[src/rtl/regbank_cmd_ctrl_if.sv]
// Signal bundle between a command host, regbank_cmd_ctrl and the register bank.
// master = host/bank side, slave = the controller.
interface regbank_cmd_ctrl_if #(
    parameter int AW = 5,
    parameter int DW = 32
);
    logic          cmd_valid;
    logic          cmd_ready;
    logic [1:0]    cmd_op;
    logic [AW-1:0] cmd_a;
    logic [AW-1:0] cmd_b;
    logic [DW-1:0] cmd_data;

    logic          resp_valid;
    logic          resp_ready;
    logic [1:0]    resp_op;
    logic          resp_err;
    logic [DW-1:0] resp_d1;
    logic [DW-1:0] resp_d2;

    logic          rb_regwrite;
    logic          rb_swap;
    logic [AW-1:0] rb_ra1;
    logic [AW-1:0] rb_ra2;
    logic [AW-1:0] rb_wa;
    logic [DW-1:0] rb_wd;
    logic [DW-1:0] rb_rd1;
    logic [DW-1:0] rb_rd2;

    modport master (
        output cmd_valid, cmd_op, cmd_a, cmd_b, cmd_data, resp_ready, rb_rd1, rb_rd2,
        input  cmd_ready, resp_valid, resp_op, resp_err, resp_d1, resp_d2,
               rb_regwrite, rb_swap, rb_ra1, rb_ra2, rb_wa, rb_wd
    );

    modport slave (
        input  cmd_valid, cmd_op, cmd_a, cmd_b, cmd_data, resp_ready, rb_rd1, rb_rd2,
        output cmd_ready, resp_valid, resp_op, resp_err, resp_d1, resp_d2,
               rb_regwrite, rb_swap, rb_ra1, rb_ra2, rb_wa, rb_wd
    );
endinterface

[src/rtl/regbank_cmd_ctrl.sv]
// Sequences READ/WRITE/SWAP/FILL commands into a register bank, one response per command.
// Define REGBANK_ZERO_PROTECT_EN to make register 0 write-protected.
module regbank_cmd_ctrl #(
    parameter int AW = 5,
    parameter int DW = 32
) (
    input  logic              clk,
    input  logic              rst,
    regbank_cmd_ctrl_if.slave bus
);

`ifdef REGBANK_ZERO_PROTECT_EN
    localparam bit ZeroProtect = 1'b1;
`else
    localparam bit ZeroProtect = 1'b0;
`endif

    localparam logic [1:0] OP_READ  = 2'b00;
    localparam logic [1:0] OP_WRITE = 2'b01;
    localparam logic [1:0] OP_SWAP  = 2'b10;

    typedef enum logic [1:0] {IDLE, EXEC, FILL, RESP} state_e;

    state_e        state_q, state_d;
    logic [1:0]    op_q, op_d;
    logic [AW-1:0] a_q, a_d;
    logic [AW-1:0] b_q, b_d;
    logic [AW-1:0] cnt_q, cnt_d;
    logic          err_q, err_d;

    logic          cmd_ready_q, cmd_ready_d;
    logic          resp_valid_q, resp_valid_d;
    logic [1:0]    resp_op_q, resp_op_d;
    logic          resp_err_q, resp_err_d;
    logic [DW-1:0] resp_d1_q, resp_d1_d;
    logic [DW-1:0] resp_d2_q, resp_d2_d;
    logic          rb_regwrite_q, rb_regwrite_d;
    logic          rb_swap_q, rb_swap_d;
    logic [AW-1:0] rb_ra1_q, rb_ra1_d;
    logic [AW-1:0] rb_ra2_q, rb_ra2_d;
    logic [AW-1:0] rb_wa_q, rb_wa_d;
    logic [DW-1:0] rb_wd_q, rb_wd_d;

    function automatic logic isProtected(input logic [AW-1:0] addr);
        return ZeroProtect && (addr == '0);
    endfunction

    assign bus.cmd_ready   = cmd_ready_q;
    assign bus.resp_valid  = resp_valid_q;
    assign bus.resp_op     = resp_op_q;
    assign bus.resp_err    = resp_err_q;
    assign bus.resp_d1     = resp_d1_q;
    assign bus.resp_d2     = resp_d2_q;
    assign bus.rb_regwrite = rb_regwrite_q;
    assign bus.rb_swap     = rb_swap_q;
    assign bus.rb_ra1      = rb_ra1_q;
    assign bus.rb_ra2      = rb_ra2_q;
    assign bus.rb_wa       = rb_wa_q;
    assign bus.rb_wd       = rb_wd_q;

    always_ff @(posedge clk) begin
        if (rst) begin
            state_q       <= IDLE;
            op_q          <= '0;
            a_q           <= '0;
            b_q           <= '0;
            cnt_q         <= '0;
            err_q         <= 1'b0;
            cmd_ready_q   <= 1'b1;
            resp_valid_q  <= 1'b0;
            resp_op_q     <= '0;
            resp_err_q    <= 1'b0;
            resp_d1_q     <= '0;
            resp_d2_q     <= '0;
            rb_regwrite_q <= 1'b0;
            rb_swap_q     <= 1'b0;
            rb_ra1_q      <= '0;
            rb_ra2_q      <= '0;
            rb_wa_q       <= '0;
            rb_wd_q       <= '0;
        end else begin
            state_q       <= state_d;
            op_q          <= op_d;
            a_q           <= a_d;
            b_q           <= b_d;
            cnt_q         <= cnt_d;
            err_q         <= err_d;
            cmd_ready_q   <= cmd_ready_d;
            resp_valid_q  <= resp_valid_d;
            resp_op_q     <= resp_op_d;
            resp_err_q    <= resp_err_d;
            resp_d1_q     <= resp_d1_d;
            resp_d2_q     <= resp_d2_d;
            rb_regwrite_q <= rb_regwrite_d;
            rb_swap_q     <= rb_swap_d;
            rb_ra1_q      <= rb_ra1_d;
            rb_ra2_q      <= rb_ra2_d;
            rb_wa_q       <= rb_wa_d;
            rb_wd_q       <= rb_wd_d;
        end
    end

    // Bank strobes are computed one cycle ahead so they leave flops during EXEC/FILL.
    always_comb begin
        state_d       = state_q;
        op_d          = op_q;
        a_d           = a_q;
        b_d           = b_q;
        cnt_d         = cnt_q;
        err_d         = err_q;
        cmd_ready_d   = cmd_ready_q;
        resp_valid_d  = resp_valid_q;
        resp_op_d     = resp_op_q;
        resp_err_d    = resp_err_q;
        resp_d1_d     = resp_d1_q;
        resp_d2_d     = resp_d2_q;
        rb_regwrite_d = 1'b0;
        rb_swap_d     = 1'b0;
        rb_ra1_d      = rb_ra1_q;
        rb_ra2_d      = rb_ra2_q;
        rb_wa_d       = rb_wa_q;
        rb_wd_d       = rb_wd_q;

        case (state_q)
            IDLE: begin
                if (bus.cmd_valid && cmd_ready_q) begin
                    op_d        = bus.cmd_op;
                    a_d         = bus.cmd_a;
                    b_d         = bus.cmd_b;
                    err_d       = 1'b0;
                    cmd_ready_d = 1'b0;
                    state_d     = EXEC;
                    case (bus.cmd_op)
                        OP_READ: begin
                            rb_ra1_d = bus.cmd_a;
                            rb_ra2_d = bus.cmd_b;
                        end
                        OP_WRITE: begin
                            rb_wa_d       = bus.cmd_a;
                            rb_wd_d       = bus.cmd_data;
                            rb_regwrite_d = !isProtected(bus.cmd_a);
                            err_d         = isProtected(bus.cmd_a);
                        end
                        OP_SWAP: begin
                            rb_ra1_d = bus.cmd_a;
                            rb_ra2_d = bus.cmd_b;
                            if (isProtected(bus.cmd_a) || isProtected(bus.cmd_b)) begin
                                err_d = 1'b1;
                            end else begin
                                rb_swap_d = (bus.cmd_a != bus.cmd_b);
                            end
                        end
                        default: begin
                            state_d = FILL;
                            rb_wd_d = bus.cmd_data;
                            if (bus.cmd_a > bus.cmd_b) begin
                                err_d = 1'b1;
                            end else begin
                                cnt_d         = bus.cmd_a;
                                rb_wa_d       = bus.cmd_a;
                                rb_regwrite_d = !isProtected(bus.cmd_a);
                                err_d         = isProtected(bus.cmd_a);
                            end
                        end
                    endcase
                end
            end

            EXEC: begin
                state_d      = RESP;
                resp_valid_d = 1'b1;
                resp_op_d    = op_q;
                resp_err_d   = err_q;
                resp_d1_d    = (op_q == OP_READ) ? bus.rb_rd1 : '0;
                resp_d2_d    = (op_q == OP_READ) ? bus.rb_rd2 : '0;
            end

            FILL: begin
                // An inverted range never wrote anything; otherwise stop once b is written.
                if ((a_q > b_q) || (cnt_q == b_q)) begin
                    state_d      = RESP;
                    resp_valid_d = 1'b1;
                    resp_op_d    = op_q;
                    resp_err_d   = err_q;
                    resp_d1_d    = '0;
                    resp_d2_d    = '0;
                end else begin
                    cnt_d         = cnt_q + AW'(1);
                    rb_wa_d       = cnt_d;
                    rb_regwrite_d = !isProtected(cnt_d);
                    if (isProtected(cnt_d)) begin
                        err_d = 1'b1;
                    end
                end
            end

            RESP: begin
                if (bus.resp_ready) begin
                    resp_valid_d = 1'b0;
                    cmd_ready_d  = 1'b1;
                    state_d      = IDLE;
                end
            end

            default: begin
                state_d = IDLE;
            end
        endcase
    end

endmodule

[src/flat_wrapper.sv]
// flat-port wrapper written by rule: the top's interface ports become plain ports
module regbank_cmd_ctrl_flat 
#(
    parameter int AW = 5,
    parameter int DW = 32
)
  (clk, rst, bus_cmd_valid, bus_cmd_op, bus_cmd_a, bus_cmd_b, bus_cmd_data, bus_resp_ready, bus_rb_rd1, bus_rb_rd2, bus_cmd_ready, bus_resp_valid, bus_resp_op, bus_resp_err, bus_resp_d1, bus_resp_d2, bus_rb_regwrite, bus_rb_swap, bus_rb_ra1, bus_rb_ra2, bus_rb_wa, bus_rb_wd);
  regbank_cmd_ctrl_if #(.AW(AW), .DW(DW)) bus_i ();
  input  logic clk;
  input  logic rst;
  input wire logic [$bits(bus_i.cmd_valid)-1:0] bus_cmd_valid;
  input wire logic [$bits(bus_i.cmd_op)-1:0] bus_cmd_op;
  input wire logic [$bits(bus_i.cmd_a)-1:0] bus_cmd_a;
  input wire logic [$bits(bus_i.cmd_b)-1:0] bus_cmd_b;
  input wire logic [$bits(bus_i.cmd_data)-1:0] bus_cmd_data;
  input wire logic [$bits(bus_i.resp_ready)-1:0] bus_resp_ready;
  input wire logic [$bits(bus_i.rb_rd1)-1:0] bus_rb_rd1;
  input wire logic [$bits(bus_i.rb_rd2)-1:0] bus_rb_rd2;
  output wire logic [$bits(bus_i.cmd_ready)-1:0] bus_cmd_ready;
  output wire logic [$bits(bus_i.resp_valid)-1:0] bus_resp_valid;
  output wire logic [$bits(bus_i.resp_op)-1:0] bus_resp_op;
  output wire logic [$bits(bus_i.resp_err)-1:0] bus_resp_err;
  output wire logic [$bits(bus_i.resp_d1)-1:0] bus_resp_d1;
  output wire logic [$bits(bus_i.resp_d2)-1:0] bus_resp_d2;
  output wire logic [$bits(bus_i.rb_regwrite)-1:0] bus_rb_regwrite;
  output wire logic [$bits(bus_i.rb_swap)-1:0] bus_rb_swap;
  output wire logic [$bits(bus_i.rb_ra1)-1:0] bus_rb_ra1;
  output wire logic [$bits(bus_i.rb_ra2)-1:0] bus_rb_ra2;
  output wire logic [$bits(bus_i.rb_wa)-1:0] bus_rb_wa;
  output wire logic [$bits(bus_i.rb_wd)-1:0] bus_rb_wd;
  assign bus_i.cmd_valid = bus_cmd_valid;
  assign bus_i.cmd_op = bus_cmd_op;
  assign bus_i.cmd_a = bus_cmd_a;
  assign bus_i.cmd_b = bus_cmd_b;
  assign bus_i.cmd_data = bus_cmd_data;
  assign bus_i.resp_ready = bus_resp_ready;
  assign bus_i.rb_rd1 = bus_rb_rd1;
  assign bus_i.rb_rd2 = bus_rb_rd2;
  assign bus_cmd_ready = bus_i.cmd_ready;
  assign bus_resp_valid = bus_i.resp_valid;
  assign bus_resp_op = bus_i.resp_op;
  assign bus_resp_err = bus_i.resp_err;
  assign bus_resp_d1 = bus_i.resp_d1;
  assign bus_resp_d2 = bus_i.resp_d2;
  assign bus_rb_regwrite = bus_i.rb_regwrite;
  assign bus_rb_swap = bus_i.rb_swap;
  assign bus_rb_ra1 = bus_i.rb_ra1;
  assign bus_rb_ra2 = bus_i.rb_ra2;
  assign bus_rb_wa = bus_i.rb_wa;
  assign bus_rb_wd = bus_i.rb_wd;
  regbank_cmd_ctrl #(.AW(AW), .DW(DW)) u_core (.clk(clk), .rst(rst), .bus(bus_i));
endmodule
[config.mk]
export PLATFORM = sky130hd
export DESIGN_NAME = regbank_cmd_ctrl_flat
export DESIGN_NICKNAME = d
export VERILOG_FILES = /design/src/rtl/regbank_cmd_ctrl_if.sv /design/src/rtl/regbank_cmd_ctrl.sv /design/src/flat_wrapper.sv
export SDC_FILE = /design/constraint.sdc
export NUM_CORES = 1
export LEC_CHECK = 0
export BUFFER_PORTS_ARGS = -buffer_cell sky130_fd_sc_hd__buf_2
export CAP_MARGIN = 20
export CORE_MARGIN = 5
export CORE_UTILIZATION = 42
export CTS_CLUSTER_DIAMETER = 150
export CTS_CLUSTER_SIZE = 10
export DETAILED_ROUTE_END_ITERATION = 10
export GPL_TIMING_DRIVEN = 0
export PLACE_DENSITY = 0.75
export SYNTH_ARGS = -nofsm -noshare
export SYNTH_HDL_FRONTEND = slang
export SYNTH_SLANG_ARGS = --single-unit
[constraint.sdc]
create_clock -name clk -period 2.1 [get_ports clk]
set_input_delay 0.105 -clock clk [delete_from_list [all_inputs] [get_ports clk]]
set_output_delay 0.105 -clock clk [all_outputs]
set_load 0.005 [all_outputs]
==> results.yml, run 1 <==
final_layout:
  stdcell_count: 1065
  layout_common_cells: "231 x buf_2, 134 x dfxtp_1, 126 x nand2_1, 108 x dlygate4sd3_1, 64 x a22o_1"
  fillers: 850
  drive_gt1_frac: 0.336
  post-route-util: 0.704
  multi_input_area_sq_um: 2210
  final_common_cell: "buf_2"
  area_growth_pct: 64.5
  nNetsFinal: 1030
  layout.area.seq_sq_um: 2770
sta:
  setup_viol: 1
  finalHoldViolations: 0
  hold_ws_ps: 126
  rsz0062_at_grt: "true"
  maxSlewViolCount: 0
  finalClockSkew_ps: 8.63
  period_needed_ps: 2130
  worstMarginPinSlew_ps: 663
  slew_headroom: 0.556
  tns_ps: -26.9
  fmax_mhz: 470
  fin_ws_ps: -26.9
  min_period_over_period: 1.01
logic_synthesis:
  synth_largest_area_cell: "dfxtp_1"
  synthArstFlopShare: 0
  synthCells: 538
  synth_warnings: 0
  yosysSeqAreaShare: 0.539
  synth_edf_count: 0
  synth.distinct_cells: 43
  syn_avg_cell_area_sq_um: 9.52
  ys_ff_latch: 138
  synth_fp_nets: 665
  syn-cell-area_sq_um: 5120
  synth.top_cell.area_share: 0.539
  synth_flop_cell: "dfxtp_1"
  yosys-top-cells-area: "dfxtp_1 54%, a22o_1 11%, nand2_1 9.2%, a21oi_1 6.1%, ha_1 3.7%"
pwr:
  peakVddDrop_uv: 865
  leakagePower_nw: 3.99
  power_density_nw_per_um2: 1230
global_route:
  grt_pass1_vias: 5632
  grt_use_total: 0.250
  grt_start_max_net_pins: 17
  antenna_found_initial: 1
  grt_overflow: 0
  grt_pass1_wl_mm: 28.5
drt:
  drtPass1Iterations: 5
  num_vias: 5515
  drc: 0
  ant_nets: 0
  dr.first_iter.drc_count: 374
  viasPerCell: 5.18
  wl_mm: 18.8
  drt-wirelength-per-cell_um: 17.6
clocking:
  cts.sinks: 138
  cts.htree.levels: 4
  cts_tree: "built"
  cts_buffer_depth: 2
  clkTransAtPathRegs_ps: 60
  cts_buffers: 17
  root_buffer: "clkbuf_16"
  clock_latency_ps: 420
outcome:
  status: "finished with violations"
  violations: "negative setup slack"
critical_path:
  cp_num_buf_inv: 3
  end_kind: "flip-flop"
  crit_type: "reg2reg"
  crit_fanout: 3
  crit_chain: "inv_2 -> ha_4 -> nand4_1 -> nor2_2 -> o32ai_4 -> buf_4 -> a222oi_1 -> buf_4 -> mux2i_1 -> nor2_1"
  cpPeakStageDelay_ps: 350
  cp_data_required_time_ps: 2390
  cp_top_family: "simple AND/OR/NAND/NOR gates"
  worst_setup_path_start_kind: "flip-flop"
  path_common_cell: "buf_4"
  critical-path-slowest-cell: "dfxtp_2"
  crit_arrival_ps: 2420
floorplan:
  dieWidth_um: 120
  die_h_um: 120
  start_util: 0.428
  io_pins: 230
  fp.dieArea_sq_um: 14500
  rows: 40
  core_area_sq_um: 12000
worst_hold_path:
  holdCritPathClass: "in2reg"
place:
  gp_congestion: 0.794
  place_inst: 913
  portBuffers: 228
  detailed_place_hpwl_mm: 11.3
job:
  maxCapViolCount: 0
==> power by group <==
group / total, mW / internal [mW] / switching, mW
clock network: 3.51 / 2.38 / 1.13
registers: 3.67 / 3.26 / 0.413
logic: 3.16 / 1.54 / 1.62
==> state kept, by name, summed over array words and instances (netlist names), 2 cells and up <==
signal,flops
u_core.bus.rb_wd,32
u_core.bus.resp_d1,32
u_core.bus.resp_d2,32
u_core.a_q,5
u_core.b_q,5
u_core.bus.rb_ra1,5
u_core.bus.rb_ra2,5
u_core.bus.rb_wa,5
u_core.cnt_q,5
u_core.bus.resp_op,2
u_core.op_q,2
u_core.state_q,2
==> path summary, 6_finish.rpt <==
check / endpoint / startpoint / slack [ps] / depth (start not counted)
setup / recovery: u_core.state_q[1] / u_core.b_q[3] / -30 / 10
setup reg to reg: u_core.state_q[1] / u_core.b_q[3] / -30 / 10
hold / removal: u_core.bus.cmd_ready / bus_cmd_valid / 130 / 4
hold reg to reg: u_core.bus.rb_wd[16] / u_core.bus.rb_wd[16] / 450 / 2
==> worst min-delay path, delay by kind of cell <==
family | cells | cell delay [ps]
AO/OA/AOI/OAI | 2 | 190
buffers and inverters | 1 | 130
AND/OR/NAND/NOR | 1 | 70
==> synth_stat cells, drive strengths merged (2+ instances only) <==
cell type    n
xor2         4
ha          15
nor3         2
nor2        14
a22o        64
o211ai       4
inv         18
clkbuf      22
dfxtp      138
nand4        3
nand3        8
o21ai        7
nor4         2
buf         12
xnor2        4
and2         2
mux2i       13
a21oi       63
nand2      126
==> per-layer routing <==
| metal | part of all wire | GRT usage | up-vias |
|---|---|---|---|
| met3 | 0.069 | 0.0767 | 76 |
| met4 | 0.047 | 0.140 | 0 |
| met2 | 0.50 | 0.427 | 262 |
| met1 | 0.38 | 0.274 | 2573 |
| met5 | 0 | 0 | - |
| li1 | - | - | 2604 |
==> cell type report <==
cell class / count / share of cell area
multi-input cells: 348 / 0.262
flip-flops and latches: 138 / 0.328
inverters: 18 / 0.00802
well taps: 147 / 0.0218
clock buffers: 21 / 0.0535
clock inverters: 11 / 0.0287
repair buffers: 347 / 0.275
diodes: 2 / 0.000594
plain buffers: 33 / 0.0220
==> stage by stage <==
step	power (mW)	area, sq um	setup slack (ps)
final	10.3	8430	-26.9
after global routing	10.8	8420	-138
after CTS	10.1	8320	0.768
after detailed placement	6.29	6450	-199
after global placement	6.24	6450	-172
after floorplan	5.20	5120	16.0
==> kinds of logic (layout without fill, tap and decap cells) <==
kind of cell / after synthesis / after routing / share of synthesized area
compound gates: 149 / 149 / 0.212
xor+xnor: 8 / 8 / 0.0137
fa+ha+maj: 15 / 15 / 0.0366
buf+inv: 52 / 430 / 0.0413
flops: 138 / 138 / 0.539
mux: 14 / 14 / 0.0276
other cells: 0 / 2 / 0
simple gates: 162 / 162 / 0.129
==> what timing repair did <==
action,4_1_cts,5_1_grt
gates resized for setup,18,31
hold buffers,108,0
endpoints found under the hold margin,118,0
setup endpoints to repair,103,114
buffers inserted,7,4
gates cloned,0,0
pin swaps,8,4
Note: power is estimated with default switching activity, not from simulation.
==> inputs of run 2 (changes only) <==
CORE_UTILIZATION = 45   (was 42)
PLACE_DENSITY = 0.77   (was 0.75)
SLEW_MARGIN = 0   (was not set)
clock period = 2.35 ns   (was 2.1 ns; I/O delays follow)
==> run 2 against run 1 <==
The flow now finishes without violations; sequential share of layout area is 1.1 points higher; critical endpoint is now u_core.bus.rb_wa[0]; non-clock buffer count is 11 lower; largest cell class unchanged; count of clock-buffer cells in the layout stayed put; global-route usage is 1.5 points higher.
==> results.yml, run 2 (synthesized netlist as in run 1, its figures left out) <==
outcome:
  status: "completed"
floorplan:
  io_pins: 230
  fp.dieArea_sq_um: 13600
  core_area_sq_um: 11300
  dieWidth_um: 117
  start_util: 0.454
  die_h_um: 117
  rows: 39
sta:
  fmax_mhz: 440
  maxSlewViolCount: 0
  fin_ws_ps: 79.4
  period_needed_ps: 2270
  setup_viol: 0
  finalClockSkew_ps: 8.94
  slew_headroom: 0.552
  finalHoldViolations: 0
  min_period_over_period: 0.966
  worstMarginPinSlew_ps: 672
  tns_ps: 0
clocking:
  cts.htree.levels: 4
  cts_buffers: 17
  cts.sinks: 138
  clock_latency_ps: 420
  cts_buffer_depth: 2
  clkTransAtPathRegs_ps: 60
  cts_tree: "built"
  root_buffer: "clkbuf_16"
critical_path:
  rr_endpoint: "u_core.bus.rb_wa[0]"
  crit_chain: "inv_1 -> ha_1 -> a21oi_1 -> a21boi_1 -> o32ai_4 -> and2_4 -> buf_6 -> o21ai_4 -> a2111oi_4"
  regToRegStartpoint: "u_core.b_q[3]"
  crit_fanout: 8
  crit_arrival_ps: 2580
  rrSetupSlack_ps: 80
  cpPeakStageDelay_ps: 380
  critical-path-slowest-cell: "a2111oi_4"
  worstRegToRegCells: 9
  end_kind: "flip-flop"
  cp_data_required_time_ps: 2660
  worst_setup_path_start_kind: "flip-flop"
  crit_type: "reg2reg"
final_layout:
  final_common_cell: "buf_2"
  layout_common_cells: "229 x buf_2, 137 x dfxtp_1, 126 x nand2_1, 105 x dlygate4sd3_1, 64 x a22o_1"
  layout.area.seq_sq_um: 2760
  area_growth_pct: 58.9
  drive_gt1_frac: 0.315
  nNetsFinal: 1020
  fillers: 777
  multi_input_area_sq_um: 2170
drt:
  drt-wirelength-per-cell_um: 17.7
  wl_mm: 18.5
  drc: 0
  drtPass1Iterations: 5
  num_vias: 5475
  dr.first_iter.drc_count: 365
  viasPerCell: 5.21
  ant_nets: 0
place:
  portBuffers: 228
  detailed_place_hpwl_mm: 12.0
  pre_cts_slack_ps: 61.8
  gp_congestion: 0.874
pwr:
  power_density_nw_per_um2: 1050
  leakagePower_nw: 3.86
  finalPower_mw: 8.58
  peakVddDrop_uv: 856
global_route:
  grt_start_max_net_pins: 17
  grt_pass1_wl_mm: 28.1
  grt_pass1_vias: 5691
  antenna_found_initial: 0
  grt_overflow: 0
  grt_use_total: 0.265
worst_hold_path:
  hp-start: "bus_cmd_op[1]"
  holdCritPathClass: "in2reg"
  holdPathEnd: "u_core.op_q[1]"
  hold_depth: 3
job:
  maxCapViolCount: 0
[run 2: per-stage QoR]
step,util,cells,area (sq um),hold slack (ps)
6_report,0.722,1050,8140,11.1
5_1_grt,0.722,1049,8140,19.7
4_1_cts,0.716,1046,8070,0.382
3_5_place_dp,0.572,909,6440,330
3_3_place_gp,0.572,909,6440,328
2_1_floorplan,-,538,5120,243
[run 2: cell type report]
class	count	share of cell area
Clock inverter	11	0.0148
Clock buffer	21	0.0566
Timing Repair Buffer	335	0.271
Multi-Input combinational cell	349	0.267
Buffer	34	0.0203
Antenna cell	1	0.000307
Inverter	18	0.00830
Tap cell	143	0.0220
Sequential cell	138	0.340
[run 2: timing repair]
| item | in CTS | in global routing |
|---|---|---|
| gates resized for setup | 0 | 21 |
| hold buffers | 105 | 0 |
| setup endpoints to repair | 0 | 94 |
| hold endpoints to repair | 113 | 0 |
| buffers inserted | 0 | 2 |
[run 2: power breakdown]
group,internal [mW],switching [mW]
clock network,1.61,1.03
logic,1.25,1.41
registers,2.91,0.373
[run 2: critical path, delay by kind of cell (launching register included)]
family,cells,cell delay [ps]
flip-flops,1,350
buffers and inverters,2,180
AND/OR/NAND/NOR,1,210
AO/OA/AOI/OAI,5,1110
adder cells (fa/ha/maj),1,320
[run 2: worst max path at each step]
stage | from | end | slack [ps] | cells past startpoint
floorplan | u_core.b_q[3] | u_core.bus.rb_wa[0] | 270 | 9
global placement | u_core.b_q[3] | u_core.bus.resp_d2[8] | 100 | 9
detailed placement | u_core.b_q[3] | u_core.bus.rb_wa[0] | 60 | 9
CTS | u_core.b_q[3] | u_core.bus.rb_wa[0] | 40 | 9
global route | u_core.b_q[2] | u_core.state_q[0] | -20 | 8
finish | u_core.b_q[3] | u_core.bus.rb_wa[0] | 80 | 9
[run 2: routing by layer]
metal / global-route usage / part of all wire / vias to the layer above
met5: 0 / 0 / -
met4: 0.117 / 0.027 / 0
met3: 0.0912 / 0.085 / 57
met2: 0.452 / 0.51 / 258
li1: - / - / 2585
met1: 0.299 / 0.38 / 2575
